**src/rtl/l2_request_arbiter.sv**
```systemverilog
// Funnels NUM_CORES request streams into one registered L2 request slot.
// One grant per cycle (round-robin or fixed priority), one cycle of latency.
module l2_request_arbiter #(
    parameter int unsigned NUM_CORES      = 4,
    parameter int unsigned CORE_ID_WIDTH  = 4,
    parameter int unsigned PACKET_WIDTH   = 128,
    parameter bit          FIXED_PRIORITY = 1'b0
) (
    input  logic                              clk,
    input  logic                              reset_n,
    input  logic [NUM_CORES-1:0]              core_req_valid,
    input  logic [NUM_CORES*PACKET_WIDTH-1:0] core_req_packet,
    output logic [NUM_CORES-1:0]              core_req_ready,
    output logic                              l2req_valid,
    output logic [PACKET_WIDTH-1:0]           l2req_packet,
    output logic [CORE_ID_WIDTH-1:0]          l2req_core,
    input  logic                              l2req_ready
);
    localparam int unsigned IDX_W = (NUM_CORES > 1) ? $clog2(NUM_CORES) : 1;

    logic                     r_valid;
    logic [PACKET_WIDTH-1:0]  r_packet;
    logic [CORE_ID_WIDTH-1:0] r_core;
    logic                     w_free;
    logic                     w_any;
    logic                     w_grant;
    logic [IDX_W-1:0]         w_idx;
    logic [PACKET_WIDTH-1:0]  w_pkt;

    // Gating with reset_n keeps core_req_ready low for the whole reset interval.
    assign w_free  = reset_n && (!r_valid || l2req_ready);
    assign w_any   = |core_req_valid;
    assign w_grant = w_free && w_any;

    generate
        if (NUM_CORES == 1) begin : g_single
            assign w_idx             = '0;
            assign w_pkt             = core_req_packet;
            assign core_req_ready[0] = w_grant;
        end else begin : g_multi
            logic [IDX_W-1:0] r_ptr;
            logic [IDX_W-1:0] w_sel;
            logic [IDX_W-1:0] w_cand;
            logic             w_found;
            int unsigned      w_sum;

            // Search starts just past the last winner and wraps; fixed mode starts at core 0.
            always_comb begin
                w_found = 1'b0;
                w_sel   = '0;
                w_cand  = '0;
                w_sum   = 0;
                for (int unsigned i = 0; i < NUM_CORES; i++) begin
                    w_sum = (FIXED_PRIORITY ? 32'd0 : (32'(r_ptr) + 32'd1)) + i;
                    if (w_sum >= NUM_CORES) begin
                        w_sum = w_sum - NUM_CORES;
                    end
                    w_cand = IDX_W'(w_sum);
                    if (!w_found && core_req_valid[w_cand]) begin
                        w_found = 1'b1;
                        w_sel   = w_cand;
                    end
                end
            end

            assign w_idx = w_sel;
            assign w_pkt = core_req_packet[w_idx*PACKET_WIDTH +: PACKET_WIDTH];

            always_comb begin
                core_req_ready = '0;
                if (w_grant) begin
                    core_req_ready[w_idx] = 1'b1;
                end
            end

            // Reset value NUM_CORES-1 makes core 0 the first candidate.
            always_ff @(posedge clk or negedge reset_n) begin
                if (!reset_n) begin
                    r_ptr <= IDX_W'(NUM_CORES - 1);
                end else if (w_grant) begin
                    r_ptr <= w_idx;
                end
            end
        end
    endgenerate

    always_ff @(posedge clk or negedge reset_n) begin
        if (!reset_n) begin
            r_valid  <= 1'b0;
            r_packet <= '0;
            r_core   <= '0;
        end else if (w_free) begin
            r_valid <= w_any;
            if (w_any) begin
                r_packet <= w_pkt;
                r_core   <= CORE_ID_WIDTH'(w_idx);
            end
        end
    end

    assign l2req_valid  = r_valid;
    assign l2req_packet = r_packet;
    assign l2req_core   = r_core;

endmodule
```
**config.mk**
```make
export PLATFORM = sky130hd
export DESIGN_NAME = l2_request_arbiter
export DESIGN_NICKNAME = d
export VERILOG_FILES = /design/src/rtl/l2_request_arbiter.sv
export SDC_FILE = /design/constraint.sdc
export NUM_CORES = 1
export LEC_CHECK = 0
export CORE_AREA = 2 2 255 257
export DETAILED_ROUTE_END_ITERATION = 6
export DIE_AREA = 0 0 257 259
export SLEW_MARGIN = 20
export SYNTH_ARGS = -nofsm -noshare
export SYNTH_HDL_FRONTEND = slang
export SYNTH_SLANG_ARGS = --single-unit
```
**constraint.sdc**
```tcl
create_clock -name clk -period 3.8 [get_ports clk]
set_input_delay 0.76 -clock clk [delete_from_list [all_inputs] [get_ports clk]]
set_output_delay 0.76 -clock clk [all_outputs]
set_load 0.03 [all_outputs]
```
==> results <==
## metrics by stage
step / instance area [sq um] / total power [mW] / util / std cells
finish: 16600 / 8.92 / 0.260 / 2370
global route: 16600 / 9.40 / 0.260 / 2370
CTS: 16600 / 9.07 / 0.260 / 2370
detailed placement: 16000 / 7.30 / 0.251 / 2339
global placement: 16000 / 7.26 / 0.251 / 2339
floorplan: 8590 / 4.92 / - / 913
## routing by layer
metal / routed length, um / GRT usage / vias up / part of all wire
met5: 13 / 0 / - / 0.00029
met2: 22300 / 0.222 / 410 / 0.49
met1: 19200 / 0.163 / 4712 / 0.42
met4: 1190 / 0.0520 / 2 / 0.026
li1: - / - / 4642 / -
met3: 2640 / 0.0323 / 62 / 0.058
## worst max-delay path, stage by stage
cell	delay, ps
clkdlybuf4s50_1	560
a21boi_0	390
o21bai_4	140
and2_4	160
nor2_1	110
clkdlybuf4s50_1	700
## Yosys cell counts
cell | instances | share of area
buf_4 | 8 | 0.0070
conb_1 | 1 | 0.00044
mux2_1 | 1 | 0.0013
and3_1 | 130 | 0.095
o21a_1 | 1 | 0.00087
and2_0 | 1 | 0.00073
a21oi_1 | 2 | 0.0012
buf_6 | 2 | 0.0026
or2_2 | 1 | 0.00073
dfstp_2 | 2 | 0.0061
nand3_1 | 1 | 0.00058
o21bai_1 | 1 | 0.00087
nor2b_1 | 2 | 0.0015
a221oi_2 | 1 | 0.0017
dfrtp_1 | 131 | 0.38
nand2_1 | 3 | 0.0013
a211oi_2 | 11 | 0.016
a211oi_1 | 245 | 0.21
a21boi_0 | 2 | 0.0017
clkbuf_1 | 78 | 0.034
buf_8 | 7 | 0.012
a31oi_1 | 1 | 0.00073
and2_1 | 1 | 0.00073
nor2_1 | 138 | 0.060
inv_1 | 3 | 0.0013
o21ai_0 | 1 | 0.00058
buf_2 | 4 | 0.0023
mux2i_1 | 128 | 0.15
buf_1 | 4 | 0.0017
a22oi_2 | 1 | 0.0015
## worst max path at each step
stage                                                to  slack, ps  cells after the start
after CTS                             core_req_ready[3]        230                      6
final                                 core_req_ready[3]        220                      6
after detailed placement  l2req_packet[106]$_DFFE_PN0P_        210                      9
after global placement                core_req_ready[3]        230                      6
after floorplan                       core_req_ready[2]        920                      6
after global routing                  core_req_ready[3]        120                      6
## power by group
group,switching [mW],internal (mW)
clock,0.729,0.960
sequential,0.331,1.97
combinational,2.77,2.16
total,3.83,5.09
## layout make-up
type                    count  area [sq um]  share of cell area
clock buffers              23           488              0.0294
clock inverters             8          75.1             0.00452
inverters                   3          11.3            0.000679
multi-input cells         674          4780               0.288
flip-flops and latches    133          3330               0.201
well taps                 855          1070              0.0645
repair buffers            674          6840               0.412
## cell usage in the layout, fill, tap and decap left out, drive strengths merged, types with 3 or more instances in the layout
master,instances
inv,3
a211oi,256
mux2i,128
nor2,138
clkinvlp,4
dfrtp,131
buf,25
clkbuf,23
clkdlybuf4s50,649
clkinv,3
nand2,3
and3,130
## sequential cells by signal, summed over array words and instances (netlist names)
name,flops
l2req_packet,128
g_multi.r_ptr,2
l2req_core,2
l2req_valid,1
## kinds of logic (layout without fill, tap and decap cells)
| logic type | after synthesis | in the layout | synth area share |
|---|---|---|---|
| buf+inv | 106 | 708 | 0.0613 |
| compound gates | 266 | 266 | 0.239 |
| simple gates | 277 | 277 | 0.161 |
| flops | 133 | 133 | 0.388 |
| mux | 129 | 129 | 0.150 |
| other cells | 1 | 2 | 0.000437 |
==> impl_metrics.ini <==
[detailed_routing]
viasPerCell = 4.15
wl_per_cell_um = 19.1
num_vias = 9828
drt-initial-drc-count = 520
dr.pass1.iters = 5
antenna_left = 0
wl_um = 45300
drc = 0

[critical_path]
path_max_fanout = 5
cp.required_ps = 3040
end_kind = output port
r2r_slack_ps = 900
r2r_end = l2req_packet[106]$_DFFE_PN0P_
crit_arrival_ps = 2820
r2r_cells = 8
crit_type = in -> out
rr_startpoint = g_multi.r_ptr[1]$_DFFE_PN1P_
start_kind = input port
startpoint = core_req_valid[3]

[synthesis]
ys_warn_count = 0
avgSynthCellArea_sq_um = 9.42
seq_area_frac_synth = 0.388
synth-seq-cells = 133
synth_cells = 912
netlist_area_sq_mm = 0.00859
synth.distinct_cells = 30

[floorplanning]
core.rowCount = 93
io_pins = 656
die_h_um = 259
start_util = 0.134
core-area_sq_mm = 0.0639
die-area_sq_mm = 0.0666
die_width_um = 257

[global_route]
grt_max_degree = 131
overflow = 0
antenna_found_initial = 1
grt_first_pass_wirelength_um = 66800
grt_pass1_vias = 10400
grt_usage = 0.132

[timing]
whs_ps = 416
skew_ps = 7.81
finalCriticalPeriod_ps = 3580
fin_crit_sh = 0.942
tightest_slew_ps = 985
fmax_mhz = 279
grt_setup_unrepaired = false
tns_ps = 0
fin_ws_ps = 219
report.final.slew_viol_count = 0
max-slew-margin-rel = 0.340
setup_violations = 0
final_hold_viol_count = 0

[placed_design]
hpwlAfterDp_um = 33000
preCtsSetupSlack_ps = 215
portBuffers = 653
place_congestion = 0.902

[clocking]
cts_sinks = 133
cts_tree = done
cts_buffer_depth = 2
cts_buffers = 17
path_clk_slew_ps = 60
clock-root-buffer = clkbuf_16
clk_latency_ps = 480
cts_htree_levels = 4
post_cts_buffers = 0
ctsResizeCount = 0
holdBufCountCts = 0

[power]
p_per_area_mw_per_mm2 = 538
vdd_drop_max_uv = 361
p_leak_nw = 6.50

[cells_and_area]
nFillCells = 6741
final_nets = 2022
area_growth_pct = 93.2
n_antenna_cell = 0
drive_gt1_frac = 0.0495

[hold_path]
hold_path_class = in -> async

[run_status]
status = finished, final reports clean

[run]
maxCapViolations = 0
No activity file was read; power rests on OpenSTA's default activity.
